File: src/rtl/ahb3lite_interconnect_slave_arbiter.sv
// ahb3lite_interconnect_slave_arbiter: per-slave grant arbiter, highest priority wins, round-robin on ties.
// Ports: HCLK/HRESET clock and sync active-high reset; mst_req/mst_priority/mst_can_switch per-master
// request, 3-bit priority (7 highest) and release permission; slv_HREADY slave ready;
// master_granted registered one-hot grant, granted_master owner/parked index, grant_valid owner present.
// Optional AHB3LITE_ARB_AGING_EN adds per-master wait counters that lift a starved master to priority 8.
module ahb3lite_interconnect_slave_arbiter #(
  parameter int MASTERS = 3,
  parameter int MAX_WAIT = 16,
  localparam int IW = MASTERS > 1 ? $clog2(MASTERS) : 1
) (
  input  logic                 HCLK,
  input  logic                 HRESET,
  input  logic [MASTERS-1:0]   mst_req,
  input  logic [MASTERS*3-1:0] mst_priority,
  input  logic [MASTERS-1:0]   mst_can_switch,
  input  logic                 slv_HREADY,
  output logic [MASTERS-1:0]   master_granted,
  output logic [IW-1:0]        granted_master,
  output logic                 grant_valid
);
  logic [IW-1:0] owner_q, owner_d, win;
  logic valid_q, valid_d, arb_en, found;
  logic [MASTERS-1:0] gnt_q, gnt_d, aged;
  logic [3:0] best, eff;
  assign arb_en = slv_HREADY & (~valid_q | mst_can_switch[owner_q]);
  // Search starts just after the owner and ends on it; strict '>' keeps the earliest
  // candidate in that order, so the owner only wins a tie when nobody else has its priority.
  always_comb begin
    win = owner_q;
    best = '0;
    found = 1'b0;
    eff = '0;
    for (int k = 1; k <= MASTERS; k++) begin
      eff = aged[(int'(owner_q) + k) % MASTERS] ? 4'd8
          : {1'b0, mst_priority[3*((int'(owner_q) + k) % MASTERS) +: 3]};
      if (mst_req[(int'(owner_q) + k) % MASTERS] && (!found || eff > best)) begin
        found = 1'b1;
        best = eff;
        win = IW'((int'(owner_q) + k) % MASTERS);
      end
    end
  end
  always_comb begin
    owner_d = owner_q;
    valid_d = valid_q;
    gnt_d = gnt_q;
    if (arb_en) begin
      owner_d = found ? win : owner_q;
      valid_d = found;
      gnt_d = found ? MASTERS'(1) << win : '0;
    end
  end
  always_ff @(posedge HCLK) begin
    if (HRESET) begin
      owner_q <= '0;
      valid_q <= 1'b0;
      gnt_q <= '0;
    end else begin
      owner_q <= owner_d;
      valid_q <= valid_d;
      gnt_q <= gnt_d;
    end
  end
`ifdef AHB3LITE_ARB_AGING_EN
  logic [7:0] wait_q [MASTERS];
  always_comb begin
    aged = '0;
    for (int i = 0; i < MASTERS; i++) aged[i] = wait_q[i] == 8'(MAX_WAIT);
  end
  // Counts only cycles where an arbitration actually happened and this master lost it.
  always_ff @(posedge HCLK) begin
    for (int i = 0; i < MASTERS; i++) begin
      if (HRESET || !mst_req[i] || (arb_en && win == IW'(i)))
        wait_q[i] <= '0;
      else if (arb_en && wait_q[i] != 8'(MAX_WAIT))
        wait_q[i] <= wait_q[i] + 8'd1;
    end
  end
`else
  assign aged = '0;
`endif
  assign master_granted = gnt_q;
  assign granted_master = owner_q;
  assign grant_valid = valid_q;
endmodule

File: config.mk
export PLATFORM = sky130hd
export DESIGN_NAME = ahb3lite_interconnect_slave_arbiter
export DESIGN_NICKNAME = d
export VERILOG_FILES = /design/src/rtl/ahb3lite_interconnect_slave_arbiter.sv
export SDC_FILE = /design/constraint.sdc
export NUM_CORES = 1
export LEC_CHECK = 0
export ABC_AREA = 1
export CORE_MARGIN = 8
export CORE_UTILIZATION = 58
export DETAILED_ROUTE_END_ITERATION = 16
export GPL_TIMING_DRIVEN = 0
export HOLD_SLACK_MARGIN = 0.02
export PLACE_DENSITY = 0.81
export SLEW_MARGIN = 20
export SYNTH_ARGS = -nofsm -noshare
export SYNTH_HDL_FRONTEND = slang
export SYNTH_SLANG_ARGS = --single-unit
File: constraint.sdc
create_clock -name HCLK -period 9 [get_ports HCLK]
set_input_delay 1.8 -clock HCLK [delete_from_list [all_inputs] [get_ports HCLK]]
set_output_delay 1.8 -clock HCLK [all_outputs]
set_load 0.01 [all_outputs]
# ---- Word-level counts from Yosys, hierarchy flattened
# Index checks and enable logic that the tools add are counted.
# W data, S select, Z words.
dict set report totals {
  reg_bits 6
  in_bits 18
  wordCells 64
}
dict set report classes {
  n_lt_le_gt_ge 6
  shift 4
  n_addsub 3
  reduce_logical 7
  bitwise 3
  multipliers 3
  n_mux 32
  div 3
}
# cell count
set ops {}
lappend ops {{$lt A32 B4 Y1 const B} 3}
lappend ops {{$mod A32 B3 Y32 const B} 3}
lappend ops {{$mul A3 B32 Y32 const A} 3}
lappend ops {{$shiftx A9 B32 Y3} 3}
lappend ops {{$mux W4} 5}
lappend ops {{$mux W1} 16}
lappend ops {{$bmux W1 S2} 7}
lappend ops {{$gt A4 B4 Y1} 2}
lappend ops {{$add A2 B2 Y3 const B} 2}
lappend ops {{$mux W2} 3}
lappend ops {{$add A2 B1 Y3 const B} 1}
lappend ops {{$lt A2 B3 Y1 const B} 1}
lappend ops {{$mux W3} 1}
lappend ops {{$shl A1 B2 Y3 const A} 1}
lappend ops {{$logic_and A1 B1 Y1} 2}
lappend ops {{$logic_not A1 Y1} 2}
lappend ops {{$logic_or A1 B1 Y1} 2}
lappend ops {{$reduce_and A2 Y1} 1}
lappend ops {{$and A1 B1 Y1} 1}
lappend ops {{$not A1 Y1} 1}
lappend ops {{$or A1 B1 Y1} 1}

# ---- Depth between registers and ports, before layout
dict set report logic_depth {
  ltp_word 17
  ltp_mapped 43
  depth_no_buf 42
}

# ---- Worst setup path before layout
# OpenSTA, ideal clock, no wires.
dict set report synth_timing {
  path_kind {register to register}
  startpoint {reg owner_q[1], in the netlist granted_master[1]}
  endpoint {reg owner_q[0], in the netlist granted_master[0]}
  setup_ns 0.109
  n_path_buf 0
  path_slack_ns 4.083
  period_less_slack_ns 4.917
  arrival_ns 4.809
  required_ns 8.891
  path_stages_with_launch 35
  path_cell_list {dfxtp_1 -> inv_1 -> ha_1 -> nor2_4 -> nand2_1 -> xnor2_1 -> nand2_1 -> ha_1 -> ha_1 -> a21oi_1 -> nand3_2 -> nand2_1 -> inv_2 -> o31ai_1 -> nand2_1 -> ha_1 -> a21oi_1 -> nand2_1 -> nand2_1 -> nand2_1 -> nand2_2 -> inv_1 -> nand3_1 -> nand2_1 -> ha_1 -> a21oi_1 -> o21ai_0 -> nand2_1 -> nand2_2 -> nand2_1 -> nand3_2 -> nand3_1 -> o21ai_1 -> nand2_1 -> inv_1}
}
dict set report synth_between {
  elab_chain_len 16
}
# item line_no
set synth_lines {}
lappend synth_lines {{start: declaration} 21} ;# logic [IW-1:0] owner_q, owner_d, win;
lappend synth_lines {{start signal: assignment} 59} ;# owner_q <= owner_d;
lappend synth_lines {{branches (longest 16 deep; another with $mod A32 B3 Y32)} --}
# Parallel ways; which one is timed is not known. The select of a mux whose other input is x is not followed.
# A chain may end at the register's enable or synchronous reset.

# ---- Worst setup path in the final report
dict set report layout_timing {
  startpoint {reg owner_q[0], in the netlist granted_master[0]}
  endpoint {reg owner_q[0], in the netlist granted_master[0]}
}
# Same word-level chain as after synthesis.

==> results.py <==
metrics = {
    "setup_path": {
        "reg2regPathDepth": 34,
        "start_kind": "flip-flop",
        "r2r_start": "granted_master[0]$_SDFFE_PP0P_",
        "crit_start": "granted_master[0]$_SDFFE_PP0P_",
        "rr_endpoint": "granted_master[0]$_SDFFE_PP0P_",
        "crit_slowest_cell": "fa_1",
        "critPathMaxFanout": 10,
        "r2r_slack_ns": 3.13,
        "critPathMostFrequentCell": "nand2_1",
        "worstSetupPathType": "reg -> reg",
        "cp.arrival_ns": 5.99,
        "crit_path_max_incr_delay_ns": 0.57,
        "crit_path_end_kind": "flip-flop",
        "required_ns": 9.12,
    },
    "placed_design": {
        "place_ws_ns": 3.245,
        "port_buffers": 23,
        "dpl_cell_area_um2": 2550,
        "hpwlAfterDp_um": 5290,
        "globalplace.congestion": 0.9496,
        "dp_cells": 484,
    },
    "power_and_ir_drop": {
        "p_seq_frac": 0.052,
        "ir_drop_mv": 0.2004,
        "power_uw": 752.8,
        "power.switching_uw": 442.8,
        "pwr-share-clk": 0.056,
        "power_switching_share": 0.5883,
        "p_leak_nw": 1.478,
        "power_frac_comb": 0.892,
        "power_density_nw_per_um2": 290.5,
        "p_int_uw": 309.9,
    },
    "sta": {
        "fin_skew_ns": 0.001651,
        "rsz0062_at_grt": "false",
        "layout_setup_ws_ns": 3.128,
        "maxSlewHeadroom": 0.7190,
        "period_share": 0.6525,
        "setup_viol": 0,
        "hold_slack_ns": 0.4700,
        "max_slew.worst_pin.slew_ns": 0.4214,
        "clock.fmax_ghz": 0.1703,
        "finalHoldViolations": 0,
        "drv_slew": 0,
        "period_minus_slack_ns": 5.872,
        "tns_ns": 0,
    },
    "min_path": {
        "hold_depth": 2,
        "min_to": "master_granted[0]$_SDFFE_PP0P_",
        "min_from": "master_granted[0]$_SDFFE_PP0P_",
        "hp-class": "reg -> reg",
    },
    "floorplanning": {
        "die_h_um": 78.42,
        "rows": 22,
        "die-area_um2": 6149,
        "die_w_um": 78.42,
        "start_util": 0.6081,
        "core-area_um2": 3716,
        "ios": 24,
    },
    "clock_tree": {
        "postCtsSetupBuffers": 0,
        "path_clk_slew_ns": 0.04,
        "cts_root_buffer": "clkbuf_8",
        "clk_latency_ns": 0.23,
        "cts_tree": "done",
        "clk_path_buf_depth": 2,
        "cts_sinks": 6,
        "postCtsHoldBufs": 0,
        "numCtsBuffers": 3,
        "h-tree-depth": 1,
        "post_cts_resized": 0,
    },
    "synthesis": {
        "synth_area_um2": 2260,
        "ys_seq_area_frac": 0.05316,
        "async_reset_ff_frac": 0,
        "synth_cell_type_count": 29,
        "ys_ff_latch": 6,
        "ys.warnings.count": 0,
        "synthCells": 413,
        "synthFlopType": "dfxtp_1",
        "synth.avg_cell_area_um2": 5.471,
        "syn_nets": 461,
        "synth-edff-count": 0,
    },
    "routing": {
        "wl_per_cell_um": 13.42,
        "drt_wl_total_um": 6536,
        "drc": 0,
        "ant_nets": 0,
        "via_per_inst": 5.598,
        "drtIter0Drc": 281,
        "via_count": 2726,
        "firstDrtPassIters": 7,
    },
    "cells_and_area": {
        "drive_above_1_share": 0.08200,
        "mostFrequentLayoutCells": "nand2_1, inv_1, nand3_1",
        "postLayoutCellArea_um2": 2591,
        "diodes": 0,
        "final_common_cell": "nand2_1",
        "nNetsFinal": 489,
        "final_core_util": 0.6973,
        "syn2layout_area_growth_pct": 14.67,
        "final_cells": 487,
    },
    "grt": {
        "grt_usage": 0.2158,
        "grt_pass1_wl_um": 11230,
        "grt_max_degree": 11,
        "antenna_found_initial": 0,
        "grt_pass1_vias": 2500,
        "overflow": 0,
    },
    "job": {
        "cap_violations": 0,
    },
    "status": {
        "status": "completed",
    },
}
==> state kept, by name, indices dropped and copies added, names as in the netlist <==
signal	cells
master_granted	3
granted_master	2
grant_valid	1
==> critical path: cells and delay by family, from the launching register on <==
kind	cells	cell delay, ns
and+or+nand+nor	15	1.46
adders and majority gates	5	1.77
DFF	1	0.40
AOI/OAI and AO/OA	6	0.93
buffers and inverters	8	1.18
==> cells in the mapped netlist, types with 5 or more instances <==
cell type / n / share of area
buf_6: 5 / 0.025
nand4_1: 7 / 0.019
inv_1: 60 / 0.10
nand2_2: 9 / 0.025
nor3_1: 5 / 0.011
nand2_1: 129 / 0.21
o21ai_0: 22 / 0.049
nand3_1: 57 / 0.13
nor2_1: 25 / 0.042
ha_1: 27 / 0.15
dfxtp_1: 6 / 0.053
a21oi_1: 16 / 0.035
buf_2: 5 / 0.011
o21ai_1: 9 / 0.020
==> power by group through the flow <==
stage                     registers, mW  logic [mW]  clock network [mW]
after floorplan                  0.0405       0.507                   0
after global placement           0.0397       0.635                   0
after detailed placement         0.0395       0.657                   0
after CTS                        0.0393       0.662              0.0417
after global routing             0.0404       0.768              0.0428
final                            0.0394       0.672              0.0418
==> layout make-up <==
cell class                      instances  area, µm²
Fill cell                             372       1125
Buffer                                 11      85.08
Sequential cell                         6      120.1
Multi-Input combinational cell        332       1814
Tap cell                               48      60.06
Timing Repair Buffer                   23      230.2
Inverter                               64      240.2
Clock buffer                            3      41.29
==> cells by family after synthesis <==
group           share of synthesized area
fa+ha+maj                          0.1761
xor+xnor                          0.01551
flops                             0.05316
simple gates                       0.4784
buf+inv                            0.1440
compound gates                     0.1329
==> worst max-delay path by stage <==
| stage | end | depth (start not counted) | slack, ns |
|---|---|---|---|
| floorplan | granted_master[0]$_SDFFE_PP0P_ | 34 | 4.08 |
| detailed placement | granted_master[1]$_SDFFE_PP0P_ | 34 | 3.24 |
| global placement | granted_master[1]$_SDFFE_PP0P_ | 34 | 3.39 |
| finish | granted_master[0]$_SDFFE_PP0P_ | 34 | 3.13 |
| CTS | granted_master[1]$_SDFFE_PP0P_ | 35 | 3.23 |
| global route | granted_master[0]$_SDFFE_PP0P_ | 40 | 2.56 |
==> routing by layer <==
metal,track usage,wire [µm],vias up
met4,0.04815,82,0
li1,-,-,1386
met1,0.2754,2992,1201
met2,0.3761,3008,126
met5,0,0,-
met3,0.02506,453,13
Power figures use the tool's default switching activity.
